==> src/rtl/flash_boot_pkg.sv <==
// Shared types and constants for the flash-to-IMEM boot copy controller.
package flash_boot_pkg;

  typedef enum logic [2:0] {IDLE, CMD, ADDR, DATA, WRITE, DONE} state_e;

  localparam logic [7:0] READ_CMD  = 8'h03;
  localparam int         CMD_BITS  = 8;
  localparam int         ADDR_BITS = 24;
  localparam int         WORD_BITS = 32;
  localparam int         BIT_CNT_W = $clog2(WORD_BITS);

  // Flash bytes arrive in address order; the first byte is the least significant.
  function automatic logic [WORD_BITS-1:0] byte_swap(input logic [WORD_BITS-1:0] w);
    return {w[7:0], w[15:8], w[23:16], w[31:24]};
  endfunction

endpackage

==> src/rtl/spi_shift_engine.sv <==
// Mode-0 SPI bit engine: clock divider, bit counter, TX/RX shift registers.
module spi_shift_engine
  import flash_boot_pkg::*;
#(
  parameter int CLK_DIV = 4
) (
  input  logic                 clock,
  input  logic                 reset,
  input  logic                 load,
  input  logic                 en,
  input  logic [WORD_BITS-1:0] tx_data,
  input  logic                 miso,
  output logic                 sclk,
  output logic                 mosi,
  output logic                 running,
  output logic                 bit_done,
  output logic [BIT_CNT_W-1:0] bit_cnt,
  output logic [WORD_BITS-1:0] rx_data
);

  logic [7:0]           div_cnt;
  logic [WORD_BITS-1:0] tx_sr;
  logic                 phase_end;

  assign phase_end = running && en && (div_cnt == 8'(CLK_DIV - 1));
  assign bit_done  = phase_end && sclk;
  assign mosi      = tx_sr[WORD_BITS-1];

  always_ff @(posedge clock) begin
    if (!reset) begin
      running <= 1'b0;
      sclk    <= 1'b0;
      div_cnt <= '0;
      bit_cnt <= '0;
    end else if (load) begin
      running <= 1'b1;
      sclk    <= 1'b0;
      div_cnt <= '0;
      bit_cnt <= '0;
    end else if (phase_end) begin
      div_cnt <= '0;
      sclk    <= ~sclk;
      if (sclk) bit_cnt <= bit_cnt + 1'b1;
    end else if (running && en) begin
      div_cnt <= div_cnt + 8'd1;
    end
  end

  // Sample on the rising edge, advance MOSI on the falling edge.
  always_ff @(posedge clock) begin
    if (load) begin
      tx_sr <= tx_data;
    end else if (phase_end) begin
      if (!sclk) rx_data <= {rx_data[WORD_BITS-2:0], miso};
      else       tx_sr   <= {tx_sr[WORD_BITS-2:0], 1'b0};
    end
  end

endmodule

==> src/rtl/flash_boot_ctrl.sv <==
// Boot controller: reads WORD_COUNT words from SPI flash and writes them to IMEM.
module flash_boot_ctrl
  import flash_boot_pkg::*;
#(
  parameter int          CLK_DIV    = 4,
  parameter int          WORD_COUNT = 256,
  parameter logic [23:0] FLASH_BASE = 24'h000000,
  parameter logic [31:0] IMEM_BASE  = 32'h0
) (
  input  logic        clock,
  input  logic        reset,
  input  logic        start,
  output logic        spi_cs,
  output logic        spi_clk,
  output logic        spi_mosi,
  input  logic        spi_miso,
  output logic        imem_we,
  output logic [31:0] imem_addr,
  output logic [31:0] imem_wdata,
  input  logic        imem_ready,
  output logic        cpu_hold,
  output logic        busy,
  output logic        done
);

  localparam logic [15:0] LAST_WORD = 16'(WORD_COUNT - 1);

  state_e               state, state_nxt;
  logic [15:0]          word_cnt;
  logic                 eng_load, eng_en, eng_mosi, eng_running, bit_done;
  logic [BIT_CNT_W-1:0] bit_cnt;
  logic [WORD_BITS-1:0] rx_data;

  spi_shift_engine #(.CLK_DIV(CLK_DIV)) u_engine (
    .clock   (clock),
    .reset   (reset),
    .load    (eng_load),
    .en      (eng_en),
    .tx_data ({READ_CMD, FLASH_BASE}),
    .miso    (spi_miso),
    .sclk    (spi_clk),
    .mosi    (eng_mosi),
    .running (eng_running),
    .bit_done(bit_done),
    .bit_cnt (bit_cnt),
    .rx_data (rx_data)
  );

  always_ff @(posedge clock) begin
    if (!reset) state <= IDLE;
    else        state <= state_nxt;
  end

  // The bit counter wraps every 32 bits, so CMD+ADDR and each DATA word end at 31.
  always_comb begin
    state_nxt = state;
    unique case (state)
      IDLE:    if (start) state_nxt = CMD;
      CMD:     if (bit_done && bit_cnt == BIT_CNT_W'(CMD_BITS - 1)) state_nxt = ADDR;
      ADDR:    if (bit_done && bit_cnt == BIT_CNT_W'(CMD_BITS + ADDR_BITS - 1)) state_nxt = DATA;
      DATA:    if (bit_done && bit_cnt == BIT_CNT_W'(WORD_BITS - 1)) state_nxt = WRITE;
      WRITE:   if (imem_ready) state_nxt = (word_cnt == LAST_WORD) ? DONE : DATA;
      DONE:    state_nxt = DONE;
      default: state_nxt = IDLE;
    endcase
  end

  // The first CMD cycle loads the engine, which gives the extra start-to-stream cycle.
  always_comb begin
    spi_cs   = 1'b1;
    spi_mosi = 1'b0;
    busy     = 1'b0;
    done     = 1'b0;
    cpu_hold = 1'b1;
    imem_we  = 1'b0;
    eng_en   = 1'b0;
    eng_load = 1'b0;
    case (state)
      CMD: begin
        spi_cs   = 1'b0;
        busy     = 1'b1;
        spi_mosi = eng_running & eng_mosi;
        eng_en   = 1'b1;
        eng_load = ~eng_running;
      end
      ADDR: begin
        spi_cs   = 1'b0;
        busy     = 1'b1;
        spi_mosi = eng_mosi;
        eng_en   = 1'b1;
      end
      DATA: begin
        spi_cs = 1'b0;
        busy   = 1'b1;
        eng_en = 1'b1;
      end
      WRITE: begin
        spi_cs  = 1'b0;
        busy    = 1'b1;
        imem_we = 1'b1;
      end
      DONE: begin
        done     = 1'b1;
        cpu_hold = 1'b0;
      end
      default: ;
    endcase
  end

  always_ff @(posedge clock) begin
    if (!reset) begin
      word_cnt   <= '0;
      imem_addr  <= IMEM_BASE;
      imem_wdata <= '0;
    end else begin
      if (state == DATA && state_nxt == WRITE) imem_wdata <= byte_swap(rx_data);
      if (state == WRITE && imem_ready) begin
        imem_addr <= imem_addr + 32'd4;
        word_cnt  <= word_cnt + 16'd1;
      end
    end
  end

endmodule

==> config.mk <==
export PLATFORM = sky130hd
export DESIGN_NAME = flash_boot_ctrl
export DESIGN_NICKNAME = d
export VERILOG_FILES = /design/src/rtl/flash_boot_pkg.sv /design/src/rtl/spi_shift_engine.sv /design/src/rtl/flash_boot_ctrl.sv
export SDC_FILE = /design/constraint.sdc
export NUM_CORES = 1
export LEC_CHECK = 0
export CAP_MARGIN = 10
export CORE_ASPECT_RATIO = 0.6
export CORE_MARGIN = 2
export CORE_UTILIZATION = 54
export CTS_CLUSTER_DIAMETER = 40
export DETAILED_ROUTE_END_ITERATION = 12
export PLACE_DENSITY = 0.79
export SETUP_SLACK_MARGIN = 0.2
export SKIP_CTS_REPAIR_TIMING = 1
export SLEW_MARGIN = 20
export SYNTH_ARGS = -nofsm -noshare
export SYNTH_HDL_FRONTEND = slang
export SYNTH_SLANG_ARGS = --single-unit
==> constraint.sdc <==
create_clock -name clock -period 3.9 [get_ports clock]
set_input_delay 0.78 -clock clock [delete_from_list [all_inputs] [get_ports clock]]
set_output_delay 0.78 -clock clock [all_outputs]
set_load 0.02 [all_outputs]
==> metrics.md, run 1 <==
| Metric | Value |
|---|---|
| Worst-path clk slew | 0.06 ns |
| Area growth syn-to-layout | 25.16% |
| Worst-case clock buffer depth | 2 |
| Initial antenna violation count | 0 |
| Tot Pwr | 3.218 mW |
| Slew margin rel. | 37.09% |
| Max Cap Viol | 0 |
| Area contributors post-synth | dfxtp_1, edfxtp_1, mux2i_1 |
| CP Launch Type | flop |
| Worst hold slack | 0.4434 ns |
| Final worst setup slack | 1.039 ns |
| Commonest non-fill, non-tap cell in the layout | dfxtp_1 |
| Compound-Gate Fraction of Synth Area | 3.198% |
| Pre-antenna DRT Iters | 4 |
| DRT antenna net count | 0 |
| Die footprint | 0.01122 mm2 |
| Most used cell along the critical path | ha_1 |
| Vias in the first global route | 3770 |
| Commonest cells after routing, fill and taps aside | dfxtp_1, clkdlybuf4s50_1, and2_1 |
| Layout cells sized above 1 | 7.513% |
| Detailed-route wire length | 11.24 mm |
| Clock sink count | 136 |
| Synth Area in XOR/XNOR | 7.983% |
| Nets | 596 |
| Die Width | 135.4 um |
| Diodes inserted | 0 |
| GP Congestion | 0.8443 |
| Die Y | 82.85 um |
| Max incr delay on CP | 0.48 ns |
| CTS buffer count | 17 |
| H-tree Lvls | 4 |
| Adder-cell share of the synthesized area | 1.118% |
| Flop and latch count out of synthesis | 136 |
| Synth Warn # | 0 |
| Core box area | 0.009985 mm2 |
| # fillers | 736 |
| Rows | 28 |
| Mux cell area share after synthesis | 6.261% |
| Via count | 3937 |
| EDFF count, synth | 32 |
| Min Tclk post-route | 2.861 ns |
| Slowest stage cell, crit path | or4bb_1 |
| Fin Clk Skew | 0.01118 ns |
| Sequential area share after synthesis | 54.38% |
| Initial DRC count | 275 |
| Async S/R FF share, synth | 0% |
| Final hold vios | 0 |
| Reg area | 0.003043 mm2 |
| CTS tree | yes |
| Share of the synthesized area in the top cell type | 37.21% |
| Static leakage | 2.385 nW |
| Starting Density | 56.04% |
| Main combinational cell family by area after synthesis | simple AND/OR/NAND/NOR gates |
| Synthesized area per cell | 10.82 um2 |
| Routed length per instance | 15.31 um |
| Gr usage total | 20.97% |
| Outcome | finished, final reports clean |
| Final setup violation count | 0 |
| HPWL Detailed | 7.158 mm |
| First-pass GRT wire length | 18.56 mm |
| DRC Markers | 0 |
| Crit. End Element | flop |
| Input/output buffers | 73 |
| Tcrit/Tclk final | 73.35% |
| Worst Hold Path Cells | 0 |
| Main synth FF type | dfxtp_1 |
| Fmax | 349.6 MHz |
| Yosys cell types | 49 |
| Setup TNS | 0 ns |
| Hold crit path type | flop to flop |
| Largest net degree at the start of global routing | 64 |
| Syn Inst Count | 517 |
| Simple-gate portion of the synthesized area | 23.81% |
| Critical path type | flop to flop |
| FF-to-FF path depth | 9 |
| GRT overflow | 0 |
| CTS root buf | clkbuf_16 |
| Max-slew violations | 0 |
| Crit path cell chain | ha_1 > and3_1 > ha_1 > or4bb_1 > nor2_1 > and4_2 > buf_4 > mux2i_1 > nor2b_1 |
| Ports | 76 |
| Setup WS pre-CTS | 0.9058 ns |
| RSZ-0062 raised after global routing | no |
| Worst-Skew Late Latency | 0.42 ns |
| WP data arrival | 3.16 ns |
| Worst-path fanout max | 18 |
| Area of the multi-input gates | 0.002387 mm2 |
| Least-Margin Pin Slew | 0.9414 ns |
| Yosys top cell by area | dfxtp_1 |
| CP required | 4.20 ns |
| Routed vias/inst | 5.364 |
| PwrDens | 459.6 mW/mm2 |
| Post-Syn Area | 0.005595 mm2 |
| Max IR drop VDD | 0.2994 mV |
==> Yosys cell counts (2+ instances only) <==
library cell and instances:
buf_4 3, and2_1 41, nand3_1 32, dfxtp_1 104
nor2b_1 36, nor4b_1 2, nor3_1 3, mux2i_1 35
o21ai_0 4, ha_1 5, nand2b_1 3, and4_1 6
o21a_1 2, xor2_1 11, and3_1 10, buf_6 5
clkbuf_1 11, xnor2_1 40, buf_2 7, nand4_1 19
edfxtp_1 32, a31oi_1 3, inv_1 5, nor2_1 23
a21oi_1 11, and4bb_2 2, a21boi_0 3, nor3b_1 3
or3_1 4, nand2_1 33
==> stage by stage <==
stage / cells / utilization, % / instance area, um2
floorplan: 518 / - / 5599
global placement: 702 / 63.76 / 6366
detailed placement: 702 / 63.76 / 6366
CTS: 734 / 70.14 / 7003
global route: 734 / 70.14 / 7003
finish: 734 / 70.14 / 7003
==> report_power, final <==
part           switching [mW]  internal [mW]
Clock                   0.645           1.08
Combinational          0.0281         0.0194
Sequential            0.00344           1.44
==> area by class of cell <==
class	instances	share of cell area (%)
timing repair buffer	76	10.68
sequential	136	43.45
clock inverter	15	3.019
multi-input combinational	350	34.09
clock buffer	17	6.075
inverter	5	0.2680
tap	135	2.412
==> kinds of logic (layout without fill, tap and decap cells) <==
kind of cell	count (synthesis)	in the layout
fa+ha+maj	5	5
simple gates	228	228
flops	136	136
mux	35	35
xor+xnor	51	51
compound gates	29	29
buf+inv	32	113
other cells	1	2
==> worst paths after layout <==
path                                                  startpoint                       endpoint  slack, ns
worst max-delay path            u_engine.bit_cnt[0]$_SDFFE_PP0P_    imem_wdata[20]$_SDFFE_PN0P_       1.04
worst min-delay path               u_engine.rx_data[1]$_DFFE_PP_  u_engine.rx_data[2]$_DFFE_PP_       0.44
worst max register to register  u_engine.bit_cnt[0]$_SDFFE_PP0P_    imem_wdata[20]$_SDFFE_PN0P_       1.04
worst min register to register     u_engine.rx_data[1]$_DFFE_PP_  u_engine.rx_data[2]$_DFFE_PP_       0.44
==> worst max-delay path: cells and delay by family (launching register included) <==
kind                       cells  cell delay (ns)
adders and majority gates      2             0.40
and+or+nand+nor                5             1.35
DFF                            1             0.36
muxes                          1             0.25
buffers and inverters          1             0.38
==> flip-flops by register name, indices dropped and copies added, names as in the netlist <==
signal	count
state	3
u_engine.bit_cnt	5
u_engine.running	1
imem_wdata	32
u_engine.rx_data	32
u_engine.div_cnt	8
imem_addr	30
word_cnt	16
u_engine.tx_sr	8
u_engine.sclk	1
==> metal layers <==
metal  vias to the layer above  global-route usage [%]  part of all wire (%)
met3                         3                   6.777                   4.5
met4                         0                   6.345                  0.38
met2                        82                   31.01                    46
met1                      1923                   29.45                    49
met5                         -                       0                     0
li1                       1929                       -                     -
No activity file was read; power rests on OpenSTA's default activity.
==> inputs of run 2 (changes only) <==
- CORE_UTILIZATION: 54 -> 49
- PLACE_DENSITY: 0.79 -> 0.75
- clock period: 3.9 -> 2.4 ns (I/O delays scaled with it)
==> metrics.md, run 2 (same netlist as run 1, synthesis figures left out) <==
| Metric | Value |
|---|---|
| Die footprint | 0.01232 mm2 (was 0.01122 mm2) |
| Gr usage total | 19.39% (was 20.97%) |
| Starting Density | 49.86% (was 56.04%) |
| Diodes inserted | 0 (unchanged) |
| Largest net degree at the start of global routing | 83 (was 64) |
| H-tree Lvls | 4 (unchanged) |
| PwrDens | 675.9 mW/mm2 (was 459.6 mW/mm2) |
| Max IR drop VDD | 0.5059 mV (was 0.2994 mV) |
| Commonest cells after routing, fill and taps aside | dfxtp_1, clkdlybuf4s50_1, xnor2_1, and2_1, nor2b_1 (was dfxtp_1, clkdlybuf4s50_1, and2_1) |
| WP data arrival | 2.56 ns (was 3.16 ns) |
| Nets | 618 (was 596) |
| Final hold vios | 0 (unchanged) |
| CP required | 2.70 ns (was 4.20 ns) |
| Commonest non-fill, non-tap cell in the layout | dfxtp_1 (unchanged) |
| Slew margin rel. | 55.42% (was 37.09%) |
| Fin Clk Skew | 0.01226 ns (was 0.01118 ns) |
| CTS buffer count | 17 (unchanged) |
| Reg area | 0.003050 mm2 (was 0.003043 mm2) |
| Tcrit/Tclk final | 94.09% (was 73.35%) |
| Input/output buffers | 73 (unchanged) |
| Via count | 3988 (was 3937) |
| Max Cap Viol | 0 (unchanged) |
| Max Used Layer | met4 (unchanged) |
| Bufs and invs on worst path | 1 (unchanged) |
| Die Width | 142.0 um (was 135.4 um) |
| First-pass GRT wire length | 18.72 mm (was 18.56 mm) |
| RSZ-0062 raised after global routing | yes (was no) |
| Worst-case clock buffer depth | 2 (unchanged) |
| Pre-antenna DRT Iters | 4 (unchanged) |
| Routed length per instance | 15.71 um (was 15.31 um) |
| Hold crit path type | flop to flop (unchanged) |
| Worst-path clk slew | 0.06 ns (about the same) |
| Max incr delay on CP | 0.41 ns (was 0.48 ns) |
| Crit path cell chain | ha_4 > and3_4 > ha_4 > or4bb_1 > nor2_2 > and4_4 > buf_12 > mux2i_4 > nor2b_1 (was ha_1 > and3_1 > ha_1 > or4bb_1 > nor2_1 > and4_2 > buf_4 > mux2i_1 > nor2b_1) |
| Crit. End Element | flop (unchanged) |
| DRC Markers | 0 (unchanged) |
| Top Registers | imem_wdata (32), u_engine.rx_data (32), imem_addr (30) (unchanged) |
| Fmax | 442.9 MHz (was 349.6 MHz) |
| Worst-path fanout max | 5 (was 18) |
| CTS root buf | clkbuf_16 (unchanged) |
| Routed vias/inst | 5.213 (was 5.364) |
| Initial DRC count | 309 (was 275) |
| Final setup violation count | 0 (unchanged) |
| Outcome | finished, final reports clean (unchanged) |
| Static leakage | 2.572 nW (was 2.385 nW) |
| Worst path top cell family by delay | simple AND/OR/NAND/NOR gates (unchanged) |
| # fillers | 838 (was 736) |
| HPWL Detailed | 7.650 mm (was 7.158 mm) |
| Rows | 30 (was 28) |
| Initial antenna violation count | 0 (unchanged) |
| Met2 WL post-DR | 5.477 mm (was 5.225 mm) |
| DRT antenna net count | 0 (unchanged) |
| Detailed-route wire length | 12.02 mm (was 11.24 mm) |
| Most used cell along the critical path | ha_4 (was ha_1) |
| Least-Margin Pin Slew | 0.6687 ns (was 0.9414 ns) |
| Core box area | 0.01122 mm2 (was 0.009985 mm2) |
| Slowest stage cell, crit path | or4bb_1 (unchanged) |
| CTS tree | yes (unchanged) |
| GRT overflow | 0 (unchanged) |
| Area of the multi-input gates | 0.002477 mm2 (was 0.002387 mm2) |
| CP Launch Type | flop (unchanged) |
| GP Congestion | 0.8257 (was 0.8443) |
| Post-route cell area | 0.007323 mm2 (was 0.007003 mm2) |
| Worst-Skew Late Latency | 0.42 ns (about the same) |
| Max-slew violations | 0 (unchanged) |
| Min Tclk post-route | 2.258 ns (was 2.861 ns) |
| Die Y | 86.78 um (was 82.85 um) |
| Tot Pwr | 4.950 mW (was 3.218 mW) |
| Setup WS pre-CTS | -0.03377 ns (was 0.9058 ns) |
| Final worst setup slack | 0.1419 ns (was 1.039 ns) |
| Metal3 WL | 546 um (was 508 um) |
| Clock sink count | 136 (unchanged) |
| Vias in the first global route | 3798 (was 3770) |
| Ports | 76 (unchanged) |
| Layout cells sized above 1 | 13.69% (was 7.513%) |
| Area growth syn-to-layout | 30.88% (was 25.16%) |
| Critical path type | flop to flop (unchanged) |
| M1 WL | 5.927 mm (was 5.462 mm) |
| Area after DPL | 0.006534 mm2 (was 0.006366 mm2) |
-- run 2: metrics by stage --
step	std cells	hold slack (ns)	utilization (%)	setup TNS (ns)
6_report	765	0.4490	65.25	0
5_1_grt	765	0.4552	65.25	0
4_1_cts	760	0.4474	63.37	-0.7209
3_5_place_dp	728	0.4346	58.22	-0.03377
2_1_floorplan	518	0.4261	-	0
3_3_place_gp	728	0.4263	58.22	0
-- run 2: routing by layer --
metal  track usage (%)  vias up
met4             6.273        0
met3             4.751        7
met1             27.34     1936
met5                 0        -
met2             29.61       78
li1                  -     1967
-- run 2: cell type report --
class                           count  area share, %
Clock buffer                       17          5.809
Clock inverter                     15          2.084
Inverter                            5         0.2563
Multi-Input combinational cell    350          33.83
Sequential cell                   136          41.65
Tap cell                          144          2.460
Timing Repair Buffer               98          13.91
-- run 2: worst paths after layout --
kind,endpoint,startpoint,cells past startpoint,slack (ns)
max reg2reg,imem_wdata[0]$_SDFFE_PN0P_,u_engine.bit_cnt[1]$_SDFFE_PP0P_,9,0.14
min reg2reg,u_engine.rx_data[4]$_DFFE_PP_,u_engine.rx_data[3]$_DFFE_PP_,0,0.45
max,imem_wdata[0]$_SDFFE_PN0P_,u_engine.bit_cnt[1]$_SDFFE_PP0P_,9,0.14
min,u_engine.rx_data[4]$_DFFE_PP_,u_engine.rx_data[3]$_DFFE_PP_,0,0.45
-- run 2: power by group --
part / switching, mW / internal (mW)
registers: 0.00374 / 2.33
logic: 0.0507 / 0.0358
clock network: 1.14 / 1.39
